## src/rtl/seq_magnitude_comparator_pkg.sv

```systemverilog
`default_nettype none
// +--------------------------------------------------------------------------+
// | cmp_pkg: shared FSM state type and signed-to-offset-binary helper.       |
// | Rev 1.0                                                                  |
// +--------------------------------------------------------------------------+
package cmp_pkg;

    localparam int CMP_MAX_WIDTH = 1024;

    typedef enum logic [1:0] {
        IDLE = 2'd0,
        CMP  = 2'd1,
        DONE = 2'd2
    } cmp_state_t;

    // Flipping the MSB maps two's-complement ordering onto unsigned ordering.
    function automatic logic [CMP_MAX_WIDTH-1:0] msb_flip(
        input logic [CMP_MAX_WIDTH-1:0] v,
        input int unsigned              w
    );
        return v ^ (CMP_MAX_WIDTH'(1) << (w - 1));
    endfunction

endpackage
`default_nettype wire

```

## src/rtl/seq_magnitude_comparator_if.sv

```systemverilog
`default_nettype none
// +--------------------------------------------------------------------------+
// | seq_magnitude_comparator_if: start/busy/done handshake and result bus.   |
// | Rev 1.0                                                                  |
// +--------------------------------------------------------------------------+
interface seq_magnitude_comparator_if #(
    parameter int WIDTH = 16
);
    logic             start;
    logic             signed_mode;
    logic [WIDTH-1:0] a;
    logic [WIDTH-1:0] b;
    logic             busy;
    logic             done;
    logic             agb;
    logic             alb;
    logic             aeb;

    modport master (
        output start, signed_mode, a, b,
        input  busy, done, agb, alb, aeb
    );

    modport slave (
        input  start, signed_mode, a, b,
        output busy, done, agb, alb, aeb
    );
endinterface
`default_nettype wire

```

## src/rtl/seq_magnitude_comparator_digit_cmp.sv

```systemverilog
`default_nettype none
// +--------------------------------------------------------------------------+
// | digit_cmp: combinational unsigned compare of one DIGIT-bit slice.        |
// | Rev 1.0                                                                  |
// +--------------------------------------------------------------------------+
module digit_cmp #(
    parameter int DIGIT = 4
) (
    input  wire logic [DIGIT-1:0] a_i,
    input  wire logic [DIGIT-1:0] b_i,
    output logic                  gt_o,
    output logic                  lt_o
);
    assign gt_o = (a_i > b_i);
    assign lt_o = (a_i < b_i);
endmodule
`default_nettype wire

```

## src/rtl/seq_magnitude_comparator.sv

```systemverilog
`default_nettype none
// +--------------------------------------------------------------------------+
// | seq_magnitude_comparator: digit-serial MSB-first magnitude compare with  |
// | early exit. Rev 1.0                                                      |
// +--------------------------------------------------------------------------+
module seq_magnitude_comparator
    import cmp_pkg::*;
#(
    parameter int WIDTH = 16,
    parameter int DIGIT = 4
) (
    input  wire logic                  clk,
    input  wire logic                  rst,
    seq_magnitude_comparator_if.slave  bus_if
);
    localparam int NDIG = WIDTH / DIGIT;
    localparam int IDXW = (NDIG > 1) ? $clog2(NDIG) : 1;

    generate
        if (WIDTH < 1 || DIGIT < 1 || DIGIT > WIDTH || (WIDTH % DIGIT) != 0 ||
            WIDTH > CMP_MAX_WIDTH) begin : g_bad_params
            $error("seq_magnitude_comparator: illegal WIDTH/DIGIT combination");
        end
    endgenerate

    cmp_state_t       state_q, state_d;
    logic [IDXW-1:0]  idx_q, idx_d;
    logic [WIDTH-1:0] a_q, a_d, b_q, b_d;
    logic             agb_q, agb_d, alb_q, alb_d, aeb_q, aeb_d;

    logic [DIGIT-1:0] w_a_dig, w_b_dig;
    logic             w_gt, w_lt;
    logic             w_accept;

    assign w_accept = (state_q == IDLE) && bus_if.start;

    always_comb begin
        w_a_dig = '0;
        w_b_dig = '0;
        for (int k = 0; k < NDIG; k++) begin
            if (idx_q == IDXW'(k)) begin
                w_a_dig = a_q[k*DIGIT +: DIGIT];
                w_b_dig = b_q[k*DIGIT +: DIGIT];
            end
        end
    end

    digit_cmp #(
        .DIGIT (DIGIT)
    ) u_digit_cmp (
        .a_i  (w_a_dig),
        .b_i  (w_b_dig),
        .gt_o (w_gt),
        .lt_o (w_lt)
    );

    always_ff @(posedge clk or posedge rst) begin
        if (rst) begin
            state_q <= IDLE;
        end else begin
            state_q <= state_d;
        end
    end

    always_comb begin
        state_d = state_q;
        case (state_q)
            IDLE:    if (bus_if.start) state_d = CMP;
            CMP:     if (w_gt || w_lt || (idx_q == '0)) state_d = DONE;
            DONE:    state_d = IDLE;
            default: state_d = IDLE;
        endcase
    end

    always_comb begin
        bus_if.busy = (state_q != IDLE);
        bus_if.done = (state_q == DONE);
    end

    always_comb begin
        a_d   = a_q;
        b_d   = b_q;
        idx_d = idx_q;
        agb_d = agb_q;
        alb_d = alb_q;
        aeb_d = aeb_q;
        if (w_accept) begin
            a_d   = bus_if.signed_mode ?
                    WIDTH'(msb_flip(CMP_MAX_WIDTH'(bus_if.a), WIDTH)) : bus_if.a;
            b_d   = bus_if.signed_mode ?
                    WIDTH'(msb_flip(CMP_MAX_WIDTH'(bus_if.b), WIDTH)) : bus_if.b;
            idx_d = IDXW'(NDIG - 1);
            agb_d = 1'b0;
            alb_d = 1'b0;
            aeb_d = 1'b0;
        end else if (state_q == CMP) begin
            if (w_gt) begin
                agb_d = 1'b1;
            end else if (w_lt) begin
                alb_d = 1'b1;
            end else if (idx_q == '0) begin
                aeb_d = 1'b1;
            end else begin
                idx_d = idx_q - IDXW'(1);
            end
        end
    end

    always_ff @(posedge clk or posedge rst) begin
        if (rst) begin
            idx_q <= '0;
            a_q   <= '0;
            b_q   <= '0;
            agb_q <= 1'b0;
            alb_q <= 1'b0;
            aeb_q <= 1'b0;
        end else begin
            idx_q <= idx_d;
            a_q   <= a_d;
            b_q   <= b_d;
            agb_q <= agb_d;
            alb_q <= alb_d;
            aeb_q <= aeb_d;
        end
    end

    assign bus_if.agb = agb_q;
    assign bus_if.alb = alb_q;
    assign bus_if.aeb = aeb_q;

endmodule
`default_nettype wire

```

## src/flat_wrapper.sv

```systemverilog
// flat-port wrapper written by rule: the top's interface ports become plain ports
module seq_magnitude_comparator_flat import cmp_pkg::*;
#(
    parameter int WIDTH = 16,
    parameter int DIGIT = 4
)
  (clk, rst, bus_if_start, bus_if_signed_mode, bus_if_a, bus_if_b, bus_if_busy, bus_if_done, bus_if_agb, bus_if_alb, bus_if_aeb);
  seq_magnitude_comparator_if #(.WIDTH(WIDTH)) bus_if_i ();
  input  wire logic clk;
  input  wire logic rst;
  input wire logic [$bits(bus_if_i.start)-1:0] bus_if_start;
  input wire logic [$bits(bus_if_i.signed_mode)-1:0] bus_if_signed_mode;
  input wire logic [$bits(bus_if_i.a)-1:0] bus_if_a;
  input wire logic [$bits(bus_if_i.b)-1:0] bus_if_b;
  output wire logic [$bits(bus_if_i.busy)-1:0] bus_if_busy;
  output wire logic [$bits(bus_if_i.done)-1:0] bus_if_done;
  output wire logic [$bits(bus_if_i.agb)-1:0] bus_if_agb;
  output wire logic [$bits(bus_if_i.alb)-1:0] bus_if_alb;
  output wire logic [$bits(bus_if_i.aeb)-1:0] bus_if_aeb;
  assign bus_if_i.start = bus_if_start;
  assign bus_if_i.signed_mode = bus_if_signed_mode;
  assign bus_if_i.a = bus_if_a;
  assign bus_if_i.b = bus_if_b;
  assign bus_if_busy = bus_if_i.busy;
  assign bus_if_done = bus_if_i.done;
  assign bus_if_agb = bus_if_i.agb;
  assign bus_if_alb = bus_if_i.alb;
  assign bus_if_aeb = bus_if_i.aeb;
  seq_magnitude_comparator #(.WIDTH(WIDTH), .DIGIT(DIGIT)) u_core (.clk(clk), .rst(rst), .bus_if(bus_if_i));
endmodule
```

## config.mk

```make
export PLATFORM = sky130hd
export DESIGN_NAME = seq_magnitude_comparator_flat
export DESIGN_NICKNAME = d
export VERILOG_FILES = /design/src/rtl/seq_magnitude_comparator_pkg.sv /design/src/rtl/seq_magnitude_comparator_if.sv /design/src/rtl/seq_magnitude_comparator_digit_cmp.sv /design/src/rtl/seq_magnitude_comparator.sv /design/src/flat_wrapper.sv
export SDC_FILE = /design/constraint.sdc
export NUM_CORES = 1
export LEC_CHECK = 0
export ABC_AREA = 1
export CORE_UTILIZATION = 46
export CTS_CLUSTER_DIAMETER = 100
export DETAILED_ROUTE_END_ITERATION = 7
export GPL_TIMING_DRIVEN = 0
export HOLD_SLACK_MARGIN = 0.12
export PLACE_DENSITY = 0.76
export SYNTH_ARGS = -nofsm -noshare
export SYNTH_HDL_FRONTEND = slang
export SYNTH_HIERARCHICAL = 1
export SYNTH_SLANG_ARGS = --single-unit
```

## constraint.sdc

```tcl
create_clock -name clk -period 2.6 [get_ports clk]
set_clock_uncertainty 0.15 [all_clocks]
set_input_delay 0.39 -clock clk [delete_from_list [all_inputs] [get_ports clk]]
set_output_delay 0.39 -clock clk [all_outputs]
set_load 0.02 [all_outputs]
```

==> flow_summary.toml <==
[setup_path]
crit_path_start_kind = "flip-flop"
r2r-start = "u_core/idx_q[1]"
path_buf_inv = 5
path_depth = 16
cp_max_fo = 10
crit_family = "simple AND/OR/NAND/NOR gates"
worstReg2RegEnd = "u_core/idx_q[0]"
ff2ff_setup_slack_ns = -0.02
slowest_stage = "dfrtp_2"
cp-endpoint = "u_core/idx_q[0]"
crit_required_ns = 2.68
crit_path_max_incr_delay_ns = 0.43
crit_arrival_ns = 2.70
critPathLaunch = "u_core/idx_q[1]"
cp-end-kind = "flip-flop"
crit_path_cell_trace = "buf_4, ha_4, buf_6, a21oi_2, nand2_1, nand2_1, inv_1, ha_4, nand2_4, inv_2, nand2_2, and2_4, nor2_4, buf_6, nand4_1, nand3_1"
crit_type = "flip-flop to flip-flop"
ff2ff_path_depth = 16

[logic_synthesis]
yosys.area_share.simple_pct = 29.0
synthMuxAreaShare_pct = 0
synth.cell_area_um2 = 1980
synth-compound-area-share_pct = 7.84
synth.avg_cell_area_um2 = 7.61
yosysWarnings = 6
syn_inst = 260
netlist.top_cell.by_area = "dfrtp_1"
ys_ff_latch = 39
synth_top_family_by_area = "simple AND/OR/NAND/NOR gates"
synth_fa_ha_area_share_pct = 5.06
yosysUniqueCellTypes = 19
synth.area.top_cells = "dfrtp_1, nand2_1, a21oi_1"
seq_area_frac_synth_pct = 49.3
netlist.area_leader.share_pct = 49.3
synth_xor_area_share_pct = 0.885
synth_nets = 304

[clock_tree]
cts_max_level = 2
cts_tree = "built"
cts_made_buffers = 5
clock_tree.root_cell = "clkbuf_8"
cts_sinks = 39
clock_latency_ns = 0.30
clk_pin_slew_ns = 0.07
cts.hold.buffers_added = 0
cts_buffer_depth = 2

[route]
wl_per_cell_um = 13.3
firstDrtPassIters = 4
viasPerCell = 4.95
route.detailed.drc = 0
routed_wl_um = 4890
dr.first_iter.drc_count = 151
postRouteAntennaNets = 0
vias = 1828

[global_routing]
grt_max_degree = 40
grtUsageTotal_pct = 22.0
antenna_found_initial = 0
grt_pass1_wl_um = 7240
grt-ovfl-total = 0
grt_pass1_vias = 1646

[placement]
place_ws_ns = -0.201
dpl.hpwl_um = 3040
place_congestion = 0.799
port_buffers = 40
dp_cells = 350

[hold_path]
hp-class = "flip-flop to flip-flop"

[die]
ios = 41
die_width_um = 67.6
core_area_um2 = 4060
start_util_pct = 48.8
core.rowCount = 23
die_height_um = 67.6
dieArea_um2 = 4570

[final_layout]
nets = 362
areaGrowthSynthToFinish_pct = 45.6
postLayoutCoreUtil_pct = 71.0
fin_cells = 369
num_antenna_cells = 0
drive_gt1_share_pct = 22.3

[sta]
period_minus_slack_ns = 2.62
fin_ws_ns = -0.0238
tns_ns = -0.0238
fin_crit_sh_pct = 101
worst_pin_slew_ns = 0.811
whs_ns = 0.333
slew_violations = 0
grt_setup_unrepaired = "true"
hold_viol_final = 0
maxSlewHeadroom_pct = 45.9
finalSetupViolations = 1
fmax_mhz = 381

[power_and_ir_drop]
p_leak_uw = 0.00142
p_per_area_nw_per_um2 = 1450
vdd_drop_max_uv = 608

[run_status]
violations = "negative setup slack"
status = "finished with violations"

[run]
cap_violations = 0
-- placed cells by master (no fill, tap or decap), drive strengths merged --
master | netlist | final
a21oi | 20 | 20
bufinv | 0 | 2
inv | 24 | 24
dfrtp | 39 | 39
xnor2 | 2 | 2
o21ai | 11 | 11
nand2 | 131 | 131
buf | 10 | 23
and2 | 1 | 1
clkbuf | 2 | 6
clkdlybuf4s50 | 0 | 40
ha | 8 | 8
nand4 | 1 | 1
nand3 | 6 | 6
nor2 | 5 | 5
-- worst min path at each step --
stage / start / to / slack, ns / depth (start not counted)
global placement: u_core/a_q[2] / u_core/a_q[2] / 0.31 / 2
CTS: u_core/b_q[0] / u_core/b_q[0] / 0.34 / 2
detailed placement: u_core/b_q[0] / u_core/b_q[0] / 0.32 / 2
finish: u_core/b_q[0] / u_core/b_q[0] / 0.33 / 2
floorplan: u_core/a_q[12] / u_core/a_q[12] / 0.30 / 2
global route: u_core/a_q[3] / u_core/a_q[3] / 0.35 / 2
-- kinds of logic (layout without fill, tap and decap cells) --
group           Yosys count  count (layout)
compound gates           31              31
xor+xnor                  2               2
simple gates            144             144
flops                    39              39
buf+inv                  36              95
fa+ha+maj                 8               8
-- through the flow --
step,power (µW),instance area [µm²]
after floorplan,2110,1980
after global placement,2470,2440
after detailed placement,2520,2440
after CTS,3430,2660
after global routing,4480,2880
final,4170,2880
-- cell usage after synthesis (all sizes together) --
| master | count |
|---|---|
| xnor2 | 2 |
| nor2 | 5 |
| inv | 24 |
| nand4 | 1 |
| and2 | 1 |
| dfrtp | 39 |
| clkbuf | 2 |
| ha | 8 |
| o21ai | 11 |
| buf | 10 |
| nand3 | 6 |
| nand2 | 131 |
| a21oi | 20 |
-- power by group --
group | internal, µW | total, µW | switching (µW)
registers | 893 | 1050 | 159
logic | 1160 | 2520 | 1360
clock network | 384 | 599 | 215
-- tightest hold or removal path: stages, from the launching register on --
cell     delay (ns)
dfrtp_1        0.35
nand2_1        0.05
nand2_1        0.05
-- registers in the layout, summed over array words and instances, names as in the netlist --
| signal | flops |
|---|---|
| u_core/b_q | 16 |
| u_core/bus_if.agb | 1 |
| u_core/state_q | 2 |
| u_core/bus_if.alb | 1 |
| u_core/idx_q | 2 |
| u_core/bus_if.aeb | 1 |
| u_core/a_q | 16 |
-- timing repair --
action	in CTS	in global routing
gates resized for setup	16	36
setup buffers	4	10
gates cloned	0	0
hold endpoints to repair	0	0
pin swaps	6	20
setup endpoints to repair	6	7
-- metal layers --
layer  track usage [%]  vias up  wire length, µm
li1                  -      913                -
met1              28.1      834             2070
met2              35.5       67             2380
met3              4.73       14              287
met4              9.57        0              153
met5                 0        -                0
-- cell type report --
type / instances / area [µm²]
Fill cell: 316 / 1170
Multi-Input combinational cell: 185 / 1010
Sequential cell: 39 / 978
Timing Repair Buffer: 54 / 534
Inverter: 24 / 95.1
Clock buffer: 6 / 72.6
Buffer: 9 / 66.3
Tap cell: 50 / 62.6
Clock inverter: 2 / 60.1
(Power assumes the default switching activity.)
